File: src/rtl/multdiv_pkg.sv
// Shared types and constants for the multdiv divider.
// Widths, FSM state encoding and the signed overflow operand.
package multdiv_pkg;

    localparam int DIV_WIDTH = 32;
    localparam int DIV_CNT_W = $clog2(DIV_WIDTH + 1);

    typedef enum logic [1:0] {
        IDLE,
        RUN,
        DONE
    } div_state_t;

    localparam logic [DIV_WIDTH-1:0] MOST_NEG =
        {1'b1, {(DIV_WIDTH-1){1'b0}}};

endpackage

File: src/rtl/multdiv_divider_if.sv
// Start/operand/result bundle between execute control and the divider.
// DIV_REMAINDER_EN adds the signed remainder output.
interface multdiv_divider_if #(
    parameter int WIDTH = 32
);

    logic             ctrl_DIV;
    logic [WIDTH-1:0] data_operandA;
    logic [WIDTH-1:0] data_operandB;
    logic [WIDTH-1:0] data_result;
    logic             data_exception;
    logic             data_resultRDY;
    logic             busy;
`ifdef DIV_REMAINDER_EN
    logic [WIDTH-1:0] data_remainder;
`endif

    modport master (
        output ctrl_DIV,
        output data_operandA,
        output data_operandB,
        input  data_result,
        input  data_exception,
        input  data_resultRDY,
        input  busy
`ifdef DIV_REMAINDER_EN
        , input data_remainder
`endif
    );

    modport slave (
        input  ctrl_DIV,
        input  data_operandA,
        input  data_operandB,
        output data_result,
        output data_exception,
        output data_resultRDY,
        output busy
`ifdef DIV_REMAINDER_EN
        , output data_remainder
`endif
    );

endinterface

File: src/rtl/div_step.sv
// One restoring division iteration on unsigned magnitudes.
// Shifts the dividend MSB into the partial remainder and subtracts if it fits.
module div_step #(
    parameter int WIDTH = 32
) (
    input  logic [WIDTH-1:0] rem,
    input  logic [WIDTH-1:0] quo,
    input  logic [WIDTH-1:0] dvs,
    output logic [WIDTH-1:0] rem_next,
    output logic [WIDTH-1:0] quo_next
);

    logic [WIDTH:0]   shifted;
    logic [WIDTH-1:0] diff;
    logic             fits;

    always_comb begin
        shifted  = {rem, quo[WIDTH-1]};
        fits     = shifted >= {1'b0, dvs};
        // partial remainder stays below the divisor, so the low bits hold the difference
        diff     = shifted[WIDTH-1:0] - dvs;
        rem_next = fits ? diff : shifted[WIDTH-1:0];
        quo_next = {quo[WIDTH-2:0], fits};
    end

endmodule

File: src/rtl/multdiv_divider.sv
// Iterative signed restoring divider, one quotient bit per cycle.
// Optional remainder output when DIV_REMAINDER_EN is defined.
module multdiv_divider
    import multdiv_pkg::*;
#(
    parameter int WIDTH = DIV_WIDTH
) (
    input logic             clk,
    input logic             clr,
    multdiv_divider_if.slave bus
);

    localparam int CW = $clog2(WIDTH + 1);
    localparam logic [CW-1:0] LAST = CW'(WIDTH);
    localparam logic [WIDTH-1:0] MIN_VAL = {1'b1, {(WIDTH-1){1'b0}}};

    div_state_t       state;
    div_state_t       state_next;
    logic [CW-1:0]    counter;
    logic [WIDTH-1:0] rem_acc;
    logic [WIDTH-1:0] quo_acc;
    logic [WIDTH-1:0] dvs_abs;
    logic [WIDTH-1:0] rem_step;
    logic [WIDTH-1:0] quo_step;
    logic             sign_q;
    logic             ovf;
    logic             dz;
    logic [WIDTH-1:0] result;
    logic             exception;
    logic             rdy;
    logic             running;

    logic             start;
    logic [WIDTH-1:0] a_abs;
    logic [WIDTH-1:0] b_abs;
    logic             b_zero;
    logic             is_ovf;

    always_comb begin
        start  = bus.ctrl_DIV;
        a_abs  = bus.data_operandA[WIDTH-1] ? -bus.data_operandA
                                            : bus.data_operandA;
        b_abs  = bus.data_operandB[WIDTH-1] ? -bus.data_operandB
                                            : bus.data_operandB;
        b_zero = bus.data_operandB == '0;
        is_ovf = (bus.data_operandA == MIN_VAL) && (bus.data_operandB == '1);
    end

    div_step #(
        .WIDTH(WIDTH)
    ) u_step (
        .rem      (rem_acc),
        .quo      (quo_acc),
        .dvs      (dvs_abs),
        .rem_next (rem_step),
        .quo_next (quo_step)
    );

    always_ff @(posedge clk or posedge clr) begin
        if (clr) begin
            state <= IDLE;
        end else begin
            state <= state_next;
        end
    end

    // a zero divisor parks in IDLE for one cycle with dz set, then reports
    always_comb begin
        state_next = state;
        if (start) begin
            state_next = b_zero ? IDLE : RUN;
        end else begin
            unique case (state)
                IDLE: if (dz) state_next = DONE;
                RUN:  if (counter == LAST) state_next = DONE;
                DONE: state_next = IDLE;
                default: state_next = IDLE;
            endcase
        end
    end

    always_comb begin
        running = state == RUN;
        rdy     = state == DONE;
    end

`ifdef DIV_REMAINDER_EN
    logic             sign_r;
    logic [WIDTH-1:0] remainder;
`endif

    always_ff @(posedge clk or posedge clr) begin
        if (clr) begin
            counter   <= '0;
            rem_acc   <= '0;
            quo_acc   <= '0;
            dvs_abs   <= '0;
            sign_q    <= 1'b0;
            ovf       <= 1'b0;
            dz        <= 1'b0;
            result    <= '0;
            exception <= 1'b0;
`ifdef DIV_REMAINDER_EN
            sign_r    <= 1'b0;
            remainder <= '0;
`endif
        end else if (start) begin
            counter <= '0;
            // zero divisor preloads |A| so the remainder comes back as A
            rem_acc <= b_zero ? a_abs : '0;
            quo_acc <= a_abs;
            dvs_abs <= b_abs;
            sign_q  <= bus.data_operandA[WIDTH-1] ^ bus.data_operandB[WIDTH-1];
            ovf     <= is_ovf;
            dz      <= b_zero;
`ifdef DIV_REMAINDER_EN
            sign_r  <= bus.data_operandA[WIDTH-1];
`endif
        end else begin
            dz <= 1'b0;
            if (running && counter != LAST) begin
                rem_acc <= rem_step;
                quo_acc <= quo_step;
                counter <= counter + 1'b1;
            end
            if (state_next == DONE) begin
                result    <= dz ? '0 : (sign_q ? -quo_acc : quo_acc);
                exception <= dz | ovf;
`ifdef DIV_REMAINDER_EN
                remainder <= sign_r ? -rem_acc : rem_acc;
`endif
            end
        end
    end

    assign bus.data_result    = result;
    assign bus.data_exception = exception;
    assign bus.data_resultRDY = rdy;
    assign bus.busy           = running;
`ifdef DIV_REMAINDER_EN
    assign bus.data_remainder = remainder;
`endif

endmodule

File: src/flat_wrapper.sv
// flat-port wrapper written by rule: the top's interface ports become plain ports
module multdiv_divider_flat import multdiv_pkg::*;
#(
    parameter int WIDTH = DIV_WIDTH
)
  (clk, clr, bus_ctrl_DIV, bus_data_operandA, bus_data_operandB, bus_data_result, bus_data_exception, bus_data_resultRDY, bus_busy);
  multdiv_divider_if #(.WIDTH(WIDTH)) bus_i ();
  input logic clk;
  input logic clr;
  input wire logic [$bits(bus_i.ctrl_DIV)-1:0] bus_ctrl_DIV;
  input wire logic [$bits(bus_i.data_operandA)-1:0] bus_data_operandA;
  input wire logic [$bits(bus_i.data_operandB)-1:0] bus_data_operandB;
  output wire logic [$bits(bus_i.data_result)-1:0] bus_data_result;
  output wire logic [$bits(bus_i.data_exception)-1:0] bus_data_exception;
  output wire logic [$bits(bus_i.data_resultRDY)-1:0] bus_data_resultRDY;
  output wire logic [$bits(bus_i.busy)-1:0] bus_busy;
  assign bus_i.ctrl_DIV = bus_ctrl_DIV;
  assign bus_i.data_operandA = bus_data_operandA;
  assign bus_i.data_operandB = bus_data_operandB;
  assign bus_data_result = bus_i.data_result;
  assign bus_data_exception = bus_i.data_exception;
  assign bus_data_resultRDY = bus_i.data_resultRDY;
  assign bus_busy = bus_i.busy;
  multdiv_divider #(.WIDTH(WIDTH)) u_core (.clk(clk), .clr(clr), .bus(bus_i));
endmodule
File: config.mk
export PLATFORM = sky130hd
export DESIGN_NAME = multdiv_divider_flat
export DESIGN_NICKNAME = d
export VERILOG_FILES = /design/src/rtl/multdiv_pkg.sv /design/src/rtl/multdiv_divider_if.sv /design/src/rtl/div_step.sv /design/src/rtl/multdiv_divider.sv /design/src/flat_wrapper.sv
export SDC_FILE = /design/constraint.sdc
export NUM_CORES = 1
export LEC_CHECK = 0
export BUFFER_PORTS_ARGS = -buffer_cell sky130_fd_sc_hd__buf_2
export CAP_MARGIN = 20
export CORE_MARGIN = 2
export CORE_UTILIZATION = 60
export CTS_CLUSTER_SIZE = 30
export DETAILED_ROUTE_END_ITERATION = 7
export HOLD_SLACK_MARGIN = 0.15
export PLACE_DENSITY = 0.77
export RECOVER_POWER = 25
export SETUP_SLACK_MARGIN = 0.02
export SYNTH_ARGS = -nofsm -noshare
export SYNTH_HDL_FRONTEND = slang
export SYNTH_SLANG_ARGS = --single-unit
File: constraint.sdc
create_clock -name clk -period 12.8 [get_ports clk]
set_input_delay 2.56 -clock clk [delete_from_list [all_inputs] [get_ports clk]]
set_output_delay 2.56 -clock clk [all_outputs]
set_load 0.02 [all_outputs]
==> summary.txt, run 1 <==
Die
  – Die Y: ~130 microns
  – Die area: 17700 sq um
  – Core Area: ~16000 sq um
  – I/O Pins: 102
  – # rows: 47
  – Initial core utilization: roughly three fifths
  – Die outline width: roughly 130 microns

Pwr
  – Leakage: 5.16 nW
  – Power Dens Cells: ~190 nW/um^2
  – NetSw: between 0.8 and 0.9 mW
  – Net Sw Frac: around two fifths
  – Comb power frac: ~44%
  – Sequential Power Share: between 30 and 40%
  – Maximum vdd ir drop: approximately 0.10 mV
  – Pint: 1.22 mW
  – Clk pwr share: between 20% and 30%

Yosys
  – Cell count after synthesis: 1178
  – Avg Inst Size Synth: 8.48 sq um
  – Post-synthesis mux area share: 3.36%
  – FF+latch count, synth: 140
  – Synth cell types: 76
  – EDFF count, synth: 0
  – Largest family of logic cells by synthesized area: compound AO/OA/AOI/OAI gates
  – Synth Area in Adders: around 5%
  – Yosys warns: 0
  – Post-synthesis sequential area ratio: between 30% and 40%
  – Synth Net Count: about 1300
  – XOR/XNOR Fraction of Synth Area: approximately 10%
  – Top_reg_cell synth: dfrtp_1
  – Simple-gate share of the synthesized area: about a fifth
  – Mapped Area: between 9000 and 10000 sq um
  – Asr flop ratio synth: 100%
  – Synth Area in Compound Gates: 21.9%

Timing
  – RSZ-0062 raised after global routing: false
  – Final Max Tran Viols: about 210
  – Slew headroom: -94.0%
  – Minimum clock period: between 6 and 7 ns
  – Post-route clock period utilization: between 50 and 60%
  – Setup-failing EPs final: 0
  – Hold slack: roughly 0.47 ns
  – Actual slew at the worst max-slew pin: about 2.9 ns
  – Max Fclk: 154 MHz
  – Endpoints failing hold: 0
  – Worst Skew: 0.0129 ns
  – Setup tns final: 0 ns

Placement
  – DP Wirelength: around 19 mm
  – Dpl cell area: 10600 sq um
  – GPL Wtd Cong: 0.917
  – Port buffer count: 101
  – Placed cell count: ~1400

CTS
  – Worst skew pair latency: approximately 0.43 ns
  – Hold_buf cts: 0
  – TritonCTS clock tree: yes
  – Clock Sinks: 140
  – Root Driver: clkbuf_16
  – Htree depth: 4
  – Post CTS Setup Buffer Count: 0
  – Clock transition at path regs: roughly 0.06 ns
  – TritonCTS Buffers: 17
  – CTS resizes: 0
  – Max clock buf depth: 2

Drt
  – DRT Pass-1 Iters: 5
  – Drc violations: 0
  – Total number of vias: ~9000
  – Post-DRT Antenna Nets: 0
  – Wirelength per Cell: about 17 microns
  – Wirelength, routed: 25.4 mm
  – Post-DR vias/cell: approximately 6.1
  – Number of DRC markers in iteration 0: 714

Critical path
  – Critical Path Start: bus_ctrl_DIV
  – Slowest stage cell on the critical path: clkbuf_1
  – CP Data Arrival Time: 6.75 ns
  – Worst-path fanout max: 50
  – Worst R2R Setup Slack: ~9.6 ns
  – Sequence of cells on the critical path: clkbuf_1, inv_1, clkbuf_1, nand2_1, o31ai_1, a31oi_1
  – Most repeated library cell on the critical path: clkbuf_1
  – RR Endpoint: u_core.rem_acc[1]$_DFFE_PP0P_
  – R2R Path Start: u_core.rem_acc[13]$_DFFE_PP0P_
  – Crit. End Element: flop
  – Max incr delay on CP: ~1.5 ns
  – Worst Reg2Reg Path Length in Cells: 10
  – WS Path Type: in -> reg
  – Req. time, crit path: 13.07 ns
  – CP Launch Type: input port

Global route
  – Number of global-route vias before repair: between 8000 and 9000
  – GRT overflow: 0
  – Met1 usage: 40.9%
  – Busiest grt layer: met2
  – Initial antenna violation count: 2
  – Met3 Track Usage GR: 4.79%
  – First-pass GRT wire length: 41.9 mm
  – GR Util met2: 46.3%
  – Total track usage: between 20% and 30%
  – Largest net degree at the start of global routing: 74

Outcome
  – Failing checks: capacitance limit, slew limit
  – Outcome: finished, violations left

Hold path
  – Endpoint with the worst hold slack: u_core.bus.data_result[2]$_DFFE_PP0P_
  – Worst hold path class: reg -> reg
  – Hold Startpoint: u_core.bus.data_result[2]$_DFFE_PP0P_
  – Hold path cells: 2

Layout
  – Cell Count, Final, Fillers Out: around 1500
  – Area grow syn2layout: 11.6%
  – Nets: 1352
  – Final core utilization: 67.9%
  – Share of cells above drive strength 1: around 14%
  – Final instance area: between 10000 and 15000 sq um

Run
  – Max-cap viol count: 4
## final cells by class
type,instances,area [sq um]
Tap cell,220,275
Clock buffer,19,433
Antenna cell,1,2.50
Inverter,52,196
Sequential cell,140,3500
Timing Repair Buffer,110,564
Clock inverter,13,143
Fill cell,1395,5260
Multi-Input combinational cell,925,6030
## power by group through the flow
stage	clock (mW)	sequential, mW	combinational (mW)
6_report	0.485	0.687	0.932
5_1_grt	0.512	0.703	1.04
4_1_cts	0.490	0.684	0.926
3_5_place_dp	0	0.689	0.918
3_3_place_gp	0	0.684	0.903
2_1_floorplan	0	0.712	0.668
## registers in the layout (all words and copies together), names as in the netlist
| signal | count |
|---|---|
| u_core.rem_acc | 32 |
| u_core.dz | 1 |
| u_core.bus.data_result | 32 |
| u_core.ovf | 1 |
| u_core.sign_q | 1 |
| u_core.quo_acc | 32 |
| u_core.counter | 6 |
| u_core.bus.data_exception | 1 |
| u_core.dvs_abs | 32 |
| u_core.state | 2 |
## cell usage after synthesis (all sizes together) (3+ instances only)
library cell | number | share of area, %
o21bai | 3 | 0.23
ha | 38 | 4.8
or4 | 14 | 1.2
nand3 | 19 | 1.1
a21o | 17 | 1.3
xor2 | 78 | 6.8
o221ai | 14 | 1.3
a21oi | 94 | 4.8
mux2i | 29 | 2.9
a211oi | 7 | 0.58
or3 | 9 | 0.61
xnor2 | 37 | 3.2
a221oi | 3 | 0.26
nor2 | 75 | 2.8
nand2 | 174 | 6.5
inv | 52 | 2.0
o31a | 6 | 0.53
or2 | 6 | 0.38
clkbuf | 47 | 1.8
o31ai | 38 | 3.1
dfrtp | 140 | 35
o41ai | 14 | 1.4
a31oi | 18 | 1.3
and3 | 22 | 1.4
nor4 | 14 | 1.4
mux2 | 4 | 0.45
nand4 | 22 | 1.5
a22oi | 6 | 0.45
nor3 | 16 | 1.0
nor2b | 11 | 0.69
buf | 14 | 0.91
o21ai | 97 | 4.9
nand2b | 5 | 0.31
o21a | 8 | 0.60
## metal layers
metal  share of wire (%)  vias up  routed length (microns)
met2                  45      297                    11500
met5                   0        -                        0
met4                 3.6        0                      920
li1                    -     4381                        -
met3                 6.5       47                     1640
met1                  45     4251                    11300
## worst max-delay path: cells and delay by family
family	cells	cell delay (ns)
compound gates	2	0.57
buf+inv	3	2.51
simple gates	1	1.08
## metrics by stage
stage / total power, mW / worst slack, ns
after floorplan: 1.38 / 6.49
after global placement: 1.59 / 7.71
after detailed placement: 1.61 / 7.67
after CTS: 2.10 / 8.12
after global routing: 2.25 / 5.98
final: 2.10 / 6.32
## cells in the final DEF, fill, tap and decap left out, types with 4 or more instances in the layout
master,n
nor2_1,75
o31ai_1,35
nand2_1,174
nor4_1,8
o21ai_1,8
o31a_1,6
o21a_1,8
nand2b_1,5
a21oi_1,92
ha_1,38
nor2b_1,10
o41ai_1,12
xnor2_1,37
o21ai_0,89
or4_4,4
a31oi_1,17
nand4_1,21
nor4_2,4
dfrtp_1,140
mux2_2,4
o221ai_1,13
or3_1,8
or4_1,10
clkbuf_1,5
inv_1,51
or2_2,6
nand3_1,17
and3_1,21
xor2_1,78
a211oi_1,6
a21o_1,17
nor3_1,13
a22oi_1,6
buf_4,7
clkbuf_16,17
mux2i_1,29
buf_2,100
## logic make-up (layout without fill, tap and decap cells)
kind of cell	count (synthesis)	count (layout)
adders and majority gates	39	39
xor gates and xnor gates	115	115
buffers and inverters	113	194
other	0	1
muxes	33	33
DFF	140	140
AOI/OAI and AO/OA	340	340
and+or+nand+nor	398	398
## worst max path at each step
stage                                                  endpoint  cells past startpoint
after floorplan           u_core.bus.data_exception$_DFFE_PP0P_                      1
after global placement           u_core.rem_acc[30]$_DFFE_PP0P_                      9
after detailed placement         u_core.rem_acc[30]$_DFFE_PP0P_                      9
after CTS                        u_core.rem_acc[30]$_DFFE_PP0P_                      9
after global routing             u_core.rem_acc[19]$_DFFE_PP0P_                      6
final                            u_core.rem_acc[30]$_DFFE_PP0P_                      6
Power figures use the tool's default switching activity.
==> run 2: changes to the inputs <==
- clock period: 12.8 -> 6.35 ns (I/O delays scaled with it)
==> summary.txt, run 2 (synthesized netlist as in run 1, its figures left out) <==
Layout
  – Most common cell after layout, fill and taps aside: nand2_1
  – Most frequent cells in the layout: nand2_1 (174), dfrtp_1 (140), buf_2 (98)
  – Share of cells above drive strength 1: roughly 15%
  – Nets: between 1000 and 1500
  – Area grow syn2layout: 11.6%
  – Final instance area: 11100 sq um
  – Cell Count, Final, Fillers Out: 1480
  – Final core utilization: approximately two thirds

CTS
  – Root Driver: clkbuf_16
  – Hold_buf cts: 0
  – TritonCTS Buffers: 17
  – Worst skew pair latency: about 0.42 ns
  – Clock transition at path regs: roughly 0.06 ns
  – Post CTS Setup Buffer Count: 0
  – TritonCTS clock tree: yes
  – CTS resizes: 0
  – Max clock buf depth: 2
  – Clock Sinks: 140
  – Htree depth: 4

Global route
  – Total track usage: just under 30%
  – Number of global-route vias before repair: about 8000
  – First-pass GRT wire length: 42.0 mm
  – Met1 usage: a little over two fifths
  – Met3 Track Usage GR: 4.94%
  – GRT overflow: 0
  – Busiest grt layer: met2
  – Largest net degree at the start of global routing: approximately 110
  – GR Util met2: 45.8%
  – Initial antenna violation count: 1

Placement
  – Port buffer count: between 100 and 150
  – DP Wirelength: between 15 and 20 mm
  – Dpl cell area: approximately 11000 sq um
  – Placed cell count: approximately 1400
  – GPL Wtd Cong: 0.918

Timing
  – Slew headroom: about 2.3%
  – Minimum clock period: about 3.5 ns
  – Setup tns final: 0 ns
  – Max Fclk: just under 300 MHz
  – RSZ-0062 raised after global routing: false
  – Post-route clock period utilization: approximately 54%
  – Worst Skew: ~0.0086 ns
  – Setup-failing EPs final: 0
  – Endpoints failing hold: 0
  – Actual slew at the worst max-slew pin: 1.47 ns
  – Final Max Tran Viols: 0
  – Hold slack: ~0.47 ns

Critical path
  – WS Path Type: in -> reg
  – Sequence of cells on the critical path: buf_2, nor4_1, nand4_1, nand4b_1, nor3_2, nand2_1, inv_1, a221oi_1, a21oi_1
  – Slowest stage cell on the critical path: nand2_1
  – CP Launch Type: input port
  – Req. time, crit path: 6.69 ns
  – CP Data Arrival Time: between 3 and 4 ns
  – Crit. End Element: flop
  – Worst-path fanout max: 16
  – Max incr delay on CP: about 0.43 ns

Run
  – Max-cap viol count: 0

Die
  – I/O Pins: 102
  – Initial core utilization: 60.9%
  – Die area: 17700 sq um
  – # rows: 47
  – Die outline width: ~130 microns
  – Core Area: between 15000 and 20000 sq um
  – Die Y: ~130 microns

Drt
  – Wirelength, routed: ~25 mm
  – Wirelength per Cell: 17.1 microns
  – Total number of vias: ~9000
  – DRT Pass-1 Iters: 6
  – Post-DR vias/cell: 6.11
  – Number of DRC markers in iteration 0: ~870
  – Post-DRT Antenna Nets: 0
  – Drc violations: 0

Hold path
  – Worst hold path class: reg -> reg

Pwr
  – NetSw: around 1.8 mW
  – Comb power frac: 44.7%
  – Clk pwr share: approximately 23%
  – Leakage: between 5 and 6 nW
  – Pint: between 2 and 2.5 mW
  – Sequential Power Share: about a third
  – Net Sw Frac: 42.3%
  – Maximum vdd ir drop: roughly 0.22 mV
  – Power Dens Cells: around 380 nW/um^2

Outcome
  – Outcome: finished, final reports clean
==> run 2: cell count changes in the layout (fill, tap and decap cells not counted), sizes merged <==
| cell | delta |
|---|---|
| clkinv | +1 |
| clkbuf | -1 |
| buf | +1 |
| clkinvlp | -1 |
| inv | +1 |
| bufinv | -1 |
==> run 2: worst paths after layout <==
check / from / to / slack, ns / cells after the start
worst min register to register: u_core.bus.data_result[22]$_DFFE_PP0P_ / u_core.bus.data_result[22]$_DFFE_PP0P_ / 0.47 / 2
worst min-delay path: u_core.bus.data_result[22]$_DFFE_PP0P_ / u_core.bus.data_result[22]$_DFFE_PP0P_ / 0.47 / 2
min in group asynchronous: clr / u_core.counter[4]$_DFFE_PP0P_ / 1.04 / 2
worst max-delay path: bus_data_operandB[8] / u_core.rem_acc[18]$_DFFE_PP0P_ / 2.90 / 9
max in group asynchronous: clr / u_core.bus.data_result[23]$_DFFE_PP0P_ / 4.32 / 3
worst max register to register: u_core.rem_acc[15]$_DFFE_PP0P_ / u_core.rem_acc[1]$_DFFE_PP0P_ / 3.13 / 10
==> run 2: final cells by class <==
class	count	area, sq um
repair buffers	110	573
multi-input cells	925	6030
inverters	52	200
clock inverters	13	118
clock buffers	19	443
fillers	1369	5260
diodes	1	2.50
well taps	220	275
flip-flops and latches	140	3500
==> run 2: power by group through the flow <==
stage / combinational, mW / clock (mW) / sequential [mW]
2_1_floorplan: 1.35 / 0 / 1.44
3_3_place_gp: 1.82 / 0 / 1.38
6_report: 1.89 / 0.951 / 1.38
5_1_grt: 2.09 / 1.01 / 1.42
3_5_place_dp: 1.85 / 0 / 1.39
4_1_cts: 1.87 / 0.959 / 1.38
==> run 2: metrics by stage <==
step | power, mW | worst slack (ns)
floorplan | 2.78 | 1.33
CTS | 4.20 | 2.97
finish | 4.22 | 2.90
global route | 4.51 | 2.59
detailed placement | 3.23 | 2.54
global placement | 3.20 | 2.57
==> run 2: metal layers <==
metal	up-vias	share of wire (%)
met5	-	0
met4	0	3.7
met3	58	6.4
met2	346	44
met1	4254	46
li1	4385	-
==> run 2: critical path: cells and delay by family <==
| kind | cells | cell delay (ns) |
|---|---|---|
| AND/OR/NAND/NOR | 5 | 1.88 |
| buffers and inverters | 2 | 0.36 |
| AO/OA/AOI/OAI | 2 | 0.28 |
==> run 3: changes to the inputs <==
- clock period: 6.35 -> 3.2 ns (I/O delays scaled with it)
==> summary.txt, run 3 (synthesized netlist as in run 1, its figures left out) <==
Outcome
  – Outcome: finished, violations left
  – Failing checks: capacitance limit, slew limit

Layout
  – Register Area: approximately 3500 sq um
  – Area grow syn2layout: 13.3%
  – Multi-input gate area: between 6000 and 7000 sq um
  – Share of cells above drive strength 1: between 10% and 20%
  – Most common cell after layout, fill and taps aside: nand2_1
  – Final core utilization: a little under 70%
  – Most frequent cells in the layout: nand2_1 (174), dfrtp_1 (140), buf_2 (99)
  – Number of diodes: 0
  – Nets: between 1000 and 1500
  – # fillers: approximately 1400

CTS
  – Worst skew pair latency: 0.43 ns
  – TritonCTS clock tree: yes
  – Clock Sinks: 140
  – TritonCTS Buffers: 17
  – Htree depth: 4
  – Post CTS Setup Buffer Count: 0
  – Hold_buf cts: 0
  – CTS resizes: 0
  – Root Driver: clkbuf_16
  – Clock transition at path regs: ~0.060 ns
  – Max clock buf depth: 2

Drt
  – Total number of vias: ~9100
  – Drc violations: 0
  – DRT Pass-1 Iters: 6
  – Post-DRT Antenna Nets: 0
  – Post-DR vias/cell: just over 6
  – Wirelength per Cell: approximately 18 microns
  – Wirelength, routed: between 20 and 30 mm
  – Number of DRC markers in iteration 0: roughly 760

Pwr
  – Maximum vdd ir drop: ~0.42 mV
  – Comb power frac: a little under half
  – Leakage: approximately 5.3 nW
  – NetSw: around 3.6 mW
  – Sequential Power Share: around a third
  – Power Dens Cells: about 750 nW/um^2
  – Pint: slightly below 5 mW
  – Clk pwr share: between 20% and 30%
  – Net Sw Frac: between 40% and 50%

Die
  – Die outline width: 133 microns
  – # rows: 47
  – Initial core utilization: about 60%
  – Die area: approximately 18000 sq um
  – Die Y: between 100 and 150 microns
  – I/O Pins: around 100
  – Core Area: 16400 sq um

Placement
  – DP Wirelength: approximately 20 mm
  – Port buffer count: a little over 100
  – GPL Wtd Cong: around 0.95

Timing
  – RSZ-0062 raised after global routing: false
  – Post-route clock period utilization: 93.0%
  – Actual slew at the worst max-slew pin: around 1.9 ns
  – Setup tns final: 0 ns
  – Setup-failing EPs final: 0
  – Slew headroom: -26.0%
  – Worst Skew: 0.0110 ns
  – Minimum clock period: between 2 and 3 ns
  – Final Max Tran Viols: between 100 and 150
  – Max Fclk: 336 MHz
  – Endpoints failing hold: 0

Critical path
  – Sequence of cells on the critical path: ha_1, a21oi_1, o21ai_0, a22oi_1, nand3_2, a31oi_4, o31ai_4, buf_12, mux2_2, o221ai_1
  – WS Path Type: reg -> reg
  – Crit. End Element: flop
  – Worst-path fanout max: 30
  – RR Endpoint: u_core.rem_acc[1]$_DFFE_PP0P_
  – CP Data Arrival Time: around 3.3 ns
  – Req. time, crit path: around 3.6 ns
  – Max incr delay on CP: 0.41 ns
  – R2R Path Start: u_core.rem_acc[5]$_DFFE_PP0P_
  – CP Launch Type: flop
  – Worst Reg2Reg Path Length in Cells: 10
  – CP delay by family, top: compound AO/OA/AOI/OAI gates
  – Slowest stage cell on the critical path: o21ai_0
  – Bufs and invs on worst path: 1
  – Worst R2R Setup Slack: between 0.2 and 0.25 ns

Global route
  – First-pass GRT wire length: between 40 and 50 mm
  – GRT overflow: 0
  – Total track usage: about 30%
  – Initial antenna violation count: 0
  – Number of global-route vias before repair: between 8000 and 9000
  – Largest net degree at the start of global routing: 141

Hold path
  – Hold Startpoint: u_core.bus.data_result[24]$_DFFE_PP0P_
  – Hold path cells: 2
  – Endpoint with the worst hold slack: u_core.bus.data_result[24]$_DFFE_PP0P_
  – Worst hold path class: reg -> reg

Run
  – Max-cap viol count: 1
## run 3: cell count changes in the layout (fill, tap and decap cells not counted), sizes merged
cell      delta
clkinv       -2
clkbuf       +1
inv          -1
buf         +18
clkinvlp     +2
diode        -1
## run 3: cell type report
class	count	share of cell area, %
Clock buffer	20	4.04
Clock inverter	12	0.984
Inverter	52	1.76
Multi-Input combinational cell	925	53.2
Sequential cell	140	31.0
Tap cell	220	2.43
Timing Repair Buffer	128	6.60
## run 3: power groups by stage
stage	Clock (mW)	Combinational (mW)	Sequential, mW
after floorplan	0	2.67	2.85
final	1.90	3.89	2.73
after global placement	0	3.79	2.72
after CTS	1.92	3.87	2.72
after detailed placement	0	3.84	2.74
after global routing	2.00	4.31	2.78
## run 3: how the worst max path moves through the flow
stage / startpoint / end / slack, ns / depth (start not counted)
floorplan: u_core.rem_acc[17]$_DFFE_PP0P_ / u_core.rem_acc[0]$_DFFE_PP0P_ / 0.64 / 11
global placement: bus_data_operandA[20] / u_core.rem_acc[28]$_DFFE_PP0P_ / 0.04 / 9
detailed placement: bus_data_operandA[20] / u_core.rem_acc[28]$_DFFE_PP0P_ / 0.09 / 9
CTS: u_core.rem_acc[5]$_DFFE_PP0P_ / u_core.rem_acc[1]$_DFFE_PP0P_ / 0.28 / 10
global route: u_core.dvs_abs[6]$_DFFE_PP0P_ / u_core.rem_acc[1]$_DFFE_PP0P_ / 0.07 / 11
finish: u_core.rem_acc[5]$_DFFE_PP0P_ / u_core.rem_acc[1]$_DFFE_PP0P_ / 0.22 / 10
## run 3: routing by layer
layer | vias to the layer above | part of all wire, % | wire [microns] | global-route usage [%]
li1 | 4420 | - | - | -
met1 | 4261 | 45 | 11800 | 41.8
met2 | 337 | 47 | 12300 | 49.0
met3 | 48 | 5.7 | 1490 | 4.18
met4 | 0 | 2.5 | 658 | 10.9
met5 | - | 0 | 0 | 0
## run 3: through the flow
| stage | setup WS, ns | instances | power [mW] | cell area [sq um] | hold WS, ns |
|---|---|---|---|---|---|
| floorplan | 0.644 | 1178 | 5.52 | 9990 | 0.456 |
| global placement | 0.0382 | 1465 | 6.52 | 10800 | 0.457 |
| detailed placement | 0.0861 | 1465 | 6.58 | 10800 | 0.463 |
| CTS | 0.279 | 1497 | 8.51 | 11300 | 0.472 |
| global route | 0.0745 | 1497 | 9.10 | 11300 | 0.487 |
| finish | 0.223 | 1497 | 8.53 | 11300 | 0.472 |
## run 3: worst reg2reg max path, cell delays in order (launching register included)
cell and delay (ns):
dfrtp_1 0.40, ha_1 0.39, a21oi_1 0.11, o21ai_0 0.41, a22oi_1 0.23, nand3_2 0.16, a31oi_4 0.13, o31ai_4 0.30
buf_12 0.25, mux2_2 0.37, o221ai_1 0.15
